[config.mk]
export PLATFORM = sky130hd
export DESIGN_NAME = lane_index_sequencer
export DESIGN_NICKNAME = d
export VERILOG_FILES = /design/src/rtl/lane_pkg.sv /design/src/rtl/lane_index_map.sv /design/src/rtl/lane_index_sequencer.sv
export SDC_FILE = /design/constraint.sdc
export NUM_CORES = 1
export LEC_CHECK = 0
export BUFFER_PORTS_ARGS = -buffer_cell sky130_fd_sc_hd__buf_2
export CAP_MARGIN = 20
export CORE_MARGIN = 2
export CORE_UTILIZATION = 60
export CTS_BUF_LIST = sky130_fd_sc_hd__clkbuf_4 sky130_fd_sc_hd__clkbuf_8
export DETAILED_ROUTE_END_ITERATION = 7
export PLACE_DENSITY = 0.8
export SYNTH_ARGS = -nofsm -noshare
export SYNTH_HDL_FRONTEND = slang
export SYNTH_SLANG_ARGS = --single-unit
[constraint.sdc]
create_clock -name clk -period 6.9 [get_ports clk]
set_input_delay 0.69 -clock clk [delete_from_list [all_inputs] [get_ports clk]]
set_output_delay 0.69 -clock clk [all_outputs]
set_load 0.01 [all_outputs]
[src/rtl/lane_pkg.sv]
// ============================================================================
// Module   : lane_pkg
// Purpose  : Shared scan-mode / FSM types and default grid geometry for the
//            lane index sequencer.
// Revision : 1.0
// ============================================================================
`default_nettype none

package lane_pkg;

    localparam int DIM_DEFAULT    = 5;
    localparam int OFFSET_DEFAULT = 2;

    typedef enum logic [1:0] {
        MODE_IFAST  = 2'd0,
        MODE_JFAST  = 2'd1,
        MODE_PIWALK = 2'd2,
        MODE_RSVD   = 2'd3
    } mode_e;

    typedef enum logic [1:0] {
        ST_IDLE = 2'd0,
        ST_RUN  = 2'd1,
        ST_DONE = 2'd2
    } state_e;

    // The reserved encoding behaves exactly like i-fast order.
    function automatic mode_e decode_mode(input logic [1:0] m);
        return (m == MODE_RSVD) ? MODE_IFAST : mode_e'(m);
    endfunction

endpackage

`default_nettype wire

[src/rtl/lane_index_map.sv]
// ============================================================================
// Module   : lane_index_map
// Purpose  : Combinational (i,j) -> linear index with coordinate rotation.
// Revision : 1.0
// ============================================================================
`default_nettype none

module lane_index_map
    import lane_pkg::*;
#(
    parameter int DIM    = DIM_DEFAULT,
    parameter int OFFSET = OFFSET_DEFAULT,
    parameter int IDX_W  = $clog2(DIM*DIM),
    localparam int CW    = $clog2(DIM)
) (
    input  logic [CW-1:0]    i_i,
    input  logic [CW-1:0]    i_j,
    output logic [IDX_W-1:0] o_idx
);

    // Evaluated at 32-bit precision, then truncated to the index width.
    always_comb begin
        o_idx = IDX_W'(((32'(i_i) + 32'(OFFSET)) % 32'(DIM))
                     + 32'(DIM) * ((32'(i_j) + 32'(OFFSET)) % 32'(DIM)));
    end

endmodule

`default_nettype wire

[src/rtl/lane_index_sequencer.sv]
// ============================================================================
// Module   : lane_index_sequencer
// Purpose  : Streams grid coordinates and linear indices in one of three scan
//            orders with valid/ready flow control.
// Revision : 1.0
// ============================================================================
`default_nettype none

module lane_index_sequencer
    import lane_pkg::*;
#(
    parameter int DIM    = DIM_DEFAULT,
    parameter int OFFSET = OFFSET_DEFAULT,
    parameter int IDX_W  = $clog2(DIM*DIM),
    localparam int CW    = $clog2(DIM)
) (
    input  logic             clk,
    input  logic             rst,
    input  logic             start,
    input  logic [1:0]       mode,
    input  logic             abort,
    output logic             out_valid,
    input  logic             out_ready,
    output logic [CW-1:0]    out_i,
    output logic [CW-1:0]    out_j,
    output logic [IDX_W-1:0] out_idx,
    output logic             out_last,
    output logic             busy,
    output logic             done
);

    localparam int                CNT_W        = $clog2(DIM*DIM + 1);
    localparam logic [CW-1:0]     c_MAX        = CW'(DIM - 1);
    localparam logic [CNT_W-1:0]  c_END_RASTER = CNT_W'(DIM*DIM - 1);
    localparam logic [CNT_W-1:0]  c_END_WALK   = CNT_W'(DIM*DIM - 2);

    state_e           r_state;
    mode_e            r_mode;
    logic [CW-1:0]    r_i;
    logic [CW-1:0]    r_j;
    logic [CNT_W-1:0] r_cnt;
    logic             r_valid;
    logic             r_last;
    logic             r_busy;
    logic             r_done;

    logic [CW-1:0]    w_ni;
    logic [CW-1:0]    w_nj;
    logic [CNT_W-1:0] w_cnt_nx;
    logic             w_last_nx;
    logic [IDX_W-1:0] w_map_idx;

    always_comb begin
        w_ni = r_i;
        w_nj = r_j;
        case (r_mode)
            MODE_JFAST: begin
                if (r_j == c_MAX) begin
                    w_nj = '0;
                    w_ni = r_i + 1'b1;
                end else begin
                    w_nj = r_j + 1'b1;
                end
            end
            MODE_PIWALK: begin
                w_ni = r_j;
                w_nj = CW'((32'd2 * 32'(r_i) + 32'd3 * 32'(r_j)) % 32'(DIM));
            end
            default: begin
                if (r_i == c_MAX) begin
                    w_ni = '0;
                    w_nj = r_j + 1'b1;
                end else begin
                    w_ni = r_i + 1'b1;
                end
            end
        endcase
        // Final element is found by count so the walk's revisits cannot end it early.
        w_cnt_nx  = r_cnt + 1'b1;
        w_last_nx = (w_cnt_nx == ((r_mode == MODE_PIWALK) ? c_END_WALK : c_END_RASTER));
    end

    always_ff @(posedge clk or posedge rst) begin
        if (rst) begin
            r_state <= ST_IDLE;
            r_mode  <= MODE_IFAST;
            r_i     <= '0;
            r_j     <= '0;
            r_cnt   <= '0;
            r_valid <= 1'b0;
            r_last  <= 1'b0;
            r_busy  <= 1'b0;
            r_done  <= 1'b0;
        end else begin
            case (r_state)
                ST_IDLE: begin
                    r_done <= 1'b0;
                    if (start && !abort) begin
                        r_state <= ST_RUN;
                        r_mode  <= decode_mode(mode);
                        r_i     <= (decode_mode(mode) == MODE_PIWALK) ? CW'(1) : '0;
                        r_j     <= '0;
                        r_cnt   <= '0;
                        r_valid <= 1'b1;
                        r_last  <= 1'b0;
                        r_busy  <= 1'b1;
                    end
                end
                ST_RUN: begin
                    if (abort) begin
                        r_state <= ST_IDLE;
                        r_valid <= 1'b0;
                        r_last  <= 1'b0;
                        r_busy  <= 1'b0;
                    end else if (r_valid && out_ready) begin
                        if (r_last) begin
                            r_state <= ST_DONE;
                            r_valid <= 1'b0;
                            r_last  <= 1'b0;
                            r_busy  <= 1'b0;
                            r_done  <= 1'b1;
                        end else begin
                            r_i     <= w_ni;
                            r_j     <= w_nj;
                            r_cnt   <= w_cnt_nx;
                            r_last  <= w_last_nx;
                        end
                    end
                end
                ST_DONE: begin
                    r_done  <= 1'b0;
                    r_state <= ST_IDLE;
                end
                default: begin
                    r_state <= ST_IDLE;
                    r_valid <= 1'b0;
                    r_last  <= 1'b0;
                    r_busy  <= 1'b0;
                    r_done  <= 1'b0;
                end
            endcase
        end
    end

    lane_index_map #(
        .DIM    (DIM),
        .OFFSET (OFFSET),
        .IDX_W  (IDX_W)
    ) u_map (
        .i_i   (r_i),
        .i_j   (r_j),
        .o_idx (w_map_idx)
    );

    assign out_valid = r_valid;
    assign out_i     = r_i;
    assign out_j     = r_j;
    assign out_idx   = r_valid ? w_map_idx : '0;
    assign out_last  = r_last;
    assign busy      = r_busy;
    assign done      = r_done;

endmodule

`default_nettype wire

==> reports/results.md <==
| Quantity | Value | Unit |
|:---|:---|:---|
| DRC errors left | 0 | - |
| Master cell of the clock root buffer | sky130_fd_sc_hd__clkbuf_8 | - |
| CP delay by family, top | adder cells | - |
| Number of slew-limit violations in the final report | 0 | - |
| Placement row count | 24 | - |
| Total wire length after detailed routing | 6439 | um |
| Pwr/cell area | 264.7 | nW/um^2 |
| Fmax achieved | 161.0 | MHz |
| Maximum fanout count along the critical path | 17 | - |
| Number of DRC markers in iteration 0 | 273 | - |
| Number of gates given a new drive strength after cts | 0 | - |
| Sequential area share after synthesis | 16.32 | % |
| Antenna Diode Count | 0 | - |
| Clock network fraction of design power | 9.4 | % |
| Endpoint kind of the worst setup timing path | flip-flop | - |
| Share of post-route cells with drive strength above 1 | 10.29 | % |
| Crit path largest cell delay | 610 | ps |
| DIE HEIGHT | 71.83 | um |
| Most frequent cells in the layout | sky130_fd_sc_hd__nand2_1, sky130_fd_sc_hd__ha_1, sky130_fd_sc_hd__nor2_1 | - |
| Final Skew | 2.510 | ps |
| Total buffers and inverters traversed by the critical path | 4 | - |
| Cell with the biggest individual delay on the critical path | sky130_fd_sc_hd__dfrtp_1 | - |
| Setup total negative slack | 0 | ps |
| Antenna violations before repair | 0 | - |
| Relative max-transition margin | 48.74 | % |
| Sw Pwr | 0.0003806 | W |
| Number of buffers inserted during clock tree synthesis | 3 | - |
| GRT Resource Usage Total | 26.22 | % |
| Least-Margin Pin Slew | 763.0 | ps |
| Cell area after synthesis | 2760 | um^2 |
| Overall die area | 5159 | um^2 |
| Total of hold buffers inserted after clock tree synthesis | 0 | - |
| Worst min-delay path category | flip-flop to flip-flop | - |
| Final setup vio count | 0 | - |
| Switching power as a share of total power | 49.32 | % |
| Clock tree from TritonCTS | done | - |
| Clock insertion delay at the later pin of the skew report | 250 | ps |
| Lkg Pwr | 1.362 | nW |
| Outcome | finished, final reports clean | - |
| Total vias in the final route | 2722 | - |
| Vias in the first global route | 2477 | - |
| Share of total power in combinational logic | 72.4 | % |
| Class of the most critical setup path | flip-flop to flip-flop | - |
| Global route overflow | 0 | - |
| Count of flip-flops with a built-in enable after synthesis | 0 | - |
| Area growth, synth to finish | 5.621 | % |
| Final-stage net count | 427 | - |
| P_int | 0.0003910 | W |
| RSZ-0062 raised after global routing | no | - |
| Placement Cell Area | 2874 | um^2 |
| CTS Buffer Depth | 2 | - |
| Max-capacitance violation count | 0 | - |
| Arrival time of the worst setup path | 6340 | ps |
| Area of all placed cells without fillers | 2915 | um^2 |
| Max layer used | met4 | - |
| Pre-antenna DRT Iters | 5 | - |
| Area share of the largest cell type after synthesis | 16.32 | % |
| Number of distinct library cell variants in the gate-level netlist after synthesis | 65 | - |
| Cell taking the most area after synthesis | sky130_fd_sc_hd__dfrtp_1 | - |
| Data required time at the worst endpoint | 7030 | ps |
| Weighted congestion at the end of routability-driven global placement | 0.9657 | - |
| Placeable core region | 4384 | um^2 |
| Routed length on met3 | 268 | um |
| Gate count of the mapped netlist | 367 | - |
| Syn nets | 413 | - |
| Number of storage elements in the synthesis netlist | 18 | - |
| Worst Setup Slack post-DPL | 805.2 | ps |
| Largest net degree at the start of global routing | 22 | - |
| Clock slew seen by the registers of the worst setup and hold paths | 70 | ps |
| Most common flop cell mapped by yosys | sky130_fd_sc_hd__dfrtp_1 | - |
| Maximum vdd drop | 0.1821 | mV |
| Number of setup buffers added after CTS | 0 | - |
| Global-route wire length before repair | 11160 | um |
| Minimum clock period after layout | 6210 | ps |
| Utilization after layout | 66.50 | % |
| Avg Synthesized Cell Area | 7.521 | um^2 |
| Category of the worst setup path launch point | flip-flop | - |
| Initial core utilization | 62.96 | % |
| Avg WL per Cell | 14.94 | um |
| Final critical-path share of the clock period | 90.00 | % |
| Met2 wire len | 3060 | um |
| Final count of hold timing violations | 0 | - |
| Half-perimeter wire length of the detailed placement result | 4947 | um |
| Share of power burned in registers | 18.2 | % |
| Via count normalized by instance count | 6.316 | - |
| Clock sink total | 18 | - |
| Area contributors post-synth | sky130_fd_sc_hd__dfrtp_1, sky130_fd_sc_hd__ha_1, sky130_fd_sc_hd__nand2_1 | - |
| Routed length on met1 | 3002 | um |
| Post-route worst setup slack | 690.3 | ps |
| H-tree depth | 1 | - |
| Synth warn | 0 | - |
| I/O pin count | 22 | - |
| Share of flip-flops with an asynchronous set or reset | 100.0 | % |
| Floorplan die width | 71.83 | um |
| Design Power | 0.0007716 | W |
| DRT antenna net count | 0 | - |
| Port bufs | 21 | - |
| Leading cell type in the layout, fill and taps excluded | sky130_fd_sc_hd__nand2_1 | - |
-- layout make-up --
type,count,area (um^2)
Sequential cell,18,450.4
Tap cell,52,65.06
Timing Repair Buffer,24,127.6
Fill cell,387,1469
Multi-Input combinational cell,312,2148
Clock buffer,3,41.29
Inverter,22,82.58
-- worst reg2reg max path, cell delays in order, from the launching register on --
cell and delay (ps):
sky130_fd_sc_hd__dfrtp_1 610, sky130_fd_sc_hd__inv_1 200, sky130_fd_sc_hd__fa_1 540, sky130_fd_sc_hd__inv_1 40, sky130_fd_sc_hd__ha_1 230, sky130_fd_sc_hd__fa_1 370, sky130_fd_sc_hd__buf_4 200, sky130_fd_sc_hd__xnor2_1 260
sky130_fd_sc_hd__nand2_1 90, sky130_fd_sc_hd__ha_1 320, sky130_fd_sc_hd__nor2b_1 330, sky130_fd_sc_hd__nand3_1 120, sky130_fd_sc_hd__o221a_2 300, sky130_fd_sc_hd__nand2_1 70, sky130_fd_sc_hd__inv_1 60, sky130_fd_sc_hd__ha_1 190
sky130_fd_sc_hd__o211ai_1 110, sky130_fd_sc_hd__a211oi_2 100, sky130_fd_sc_hd__nor4b_4 440, sky130_fd_sc_hd__nand2_1 100, sky130_fd_sc_hd__o21a_1 220, sky130_fd_sc_hd__ha_1 210, sky130_fd_sc_hd__nand2_1 60, sky130_fd_sc_hd__maj3_1 140
sky130_fd_sc_hd__a21oi_1 50, sky130_fd_sc_hd__a311oi_2 410, sky130_fd_sc_hd__and3_1 250, sky130_fd_sc_hd__o31ai_2 60
-- cell usage after synthesis, types with 4 or more instances --
master and instances:
sky130_fd_sc_hd__fa_1 5, sky130_fd_sc_hd__clkbuf_1 6, sky130_fd_sc_hd__inv_1 21, sky130_fd_sc_hd__dfrtp_1 18, sky130_fd_sc_hd__a22oi_1 6, sky130_fd_sc_hd__nand2_1 48
sky130_fd_sc_hd__a31oi_1 4, sky130_fd_sc_hd__nor3_1 6, sky130_fd_sc_hd__o21ai_0 21, sky130_fd_sc_hd__xnor2_1 11, sky130_fd_sc_hd__nand3_1 23, sky130_fd_sc_hd__nand2b_1 8
sky130_fd_sc_hd__a211oi_1 4, sky130_fd_sc_hd__a21o_1 5, sky130_fd_sc_hd__and3_1 5, sky130_fd_sc_hd__ha_1 34, sky130_fd_sc_hd__buf_2 6, sky130_fd_sc_hd__a21oi_1 26
sky130_fd_sc_hd__and2_1 7, sky130_fd_sc_hd__nor2b_1 7, sky130_fd_sc_hd__nor2_1 32
-- registers in the layout, indices dropped and copies added, names as in the netlist --
register,flops
r_mode,2
done,1
r_state,2
out_last,1
r_cnt,5
busy,1
out_i,3
out_j,3
-- final timing paths --
path                       cells past startpoint  slack [ps]  endpoint      from
setup / recovery                              27         690  out_j[1]  out_j[1]
hold / removal                                 2         520  r_cnt[4]  r_cnt[4]
setup reg to reg                              27         690  out_j[1]  out_j[1]
hold reg to reg                                2         520  r_cnt[4]  r_cnt[4]
max in group asynchronous                      2        5920  out_i[2]       rst
min in group asynchronous                      2         530  r_cnt[1]       rst
-- logic make-up (layout without fill, tap and decap cells) --
family	after synthesis	after routing	share of synthesized area, %
flip-flops	18	18	16.32
AND/OR/NAND/NOR	148	148	26.16
AO/OA/AOI/OAI	107	107	26.70
multiplexers	3	3	1.133
adder cells (fa/ha/maj)	40	40	19.40
XOR/XNOR	14	14	4.443
buffers and inverters	37	49	5.848
-- layer usage --
metal  up-vias  GRT usage (%)
li1       1355              -
met4         0          7.966
met5         -              0
met2        96          42.59
met3        13          1.547
met1      1258          37.58
-- power groups by stage --
stage          clock [W]  combinational (W)  sequential (W)
2_1_floorplan          0           0.000428        0.000143
3_3_place_gp           0           0.000535        0.000142
3_5_place_dp           0           0.000551        0.000143
4_1_cts        0.0000727           0.000555        0.000141
5_1_grt        0.0000762           0.000626        0.000143
6_report       0.0000723           0.000559        0.000141
-- per-stage QoR --
| stage | cells | hold slack, ps |
|---|---|---|
| global route | 431 | 546.3 |
| floorplan | 367 | 470.4 |
| detailed placement | 428 | 494.8 |
| global placement | 428 | 486.2 |
| finish | 431 | 519.7 |
| CTS | 431 | 519.9 |
Note: power is estimated with default switching activity, not from simulation.
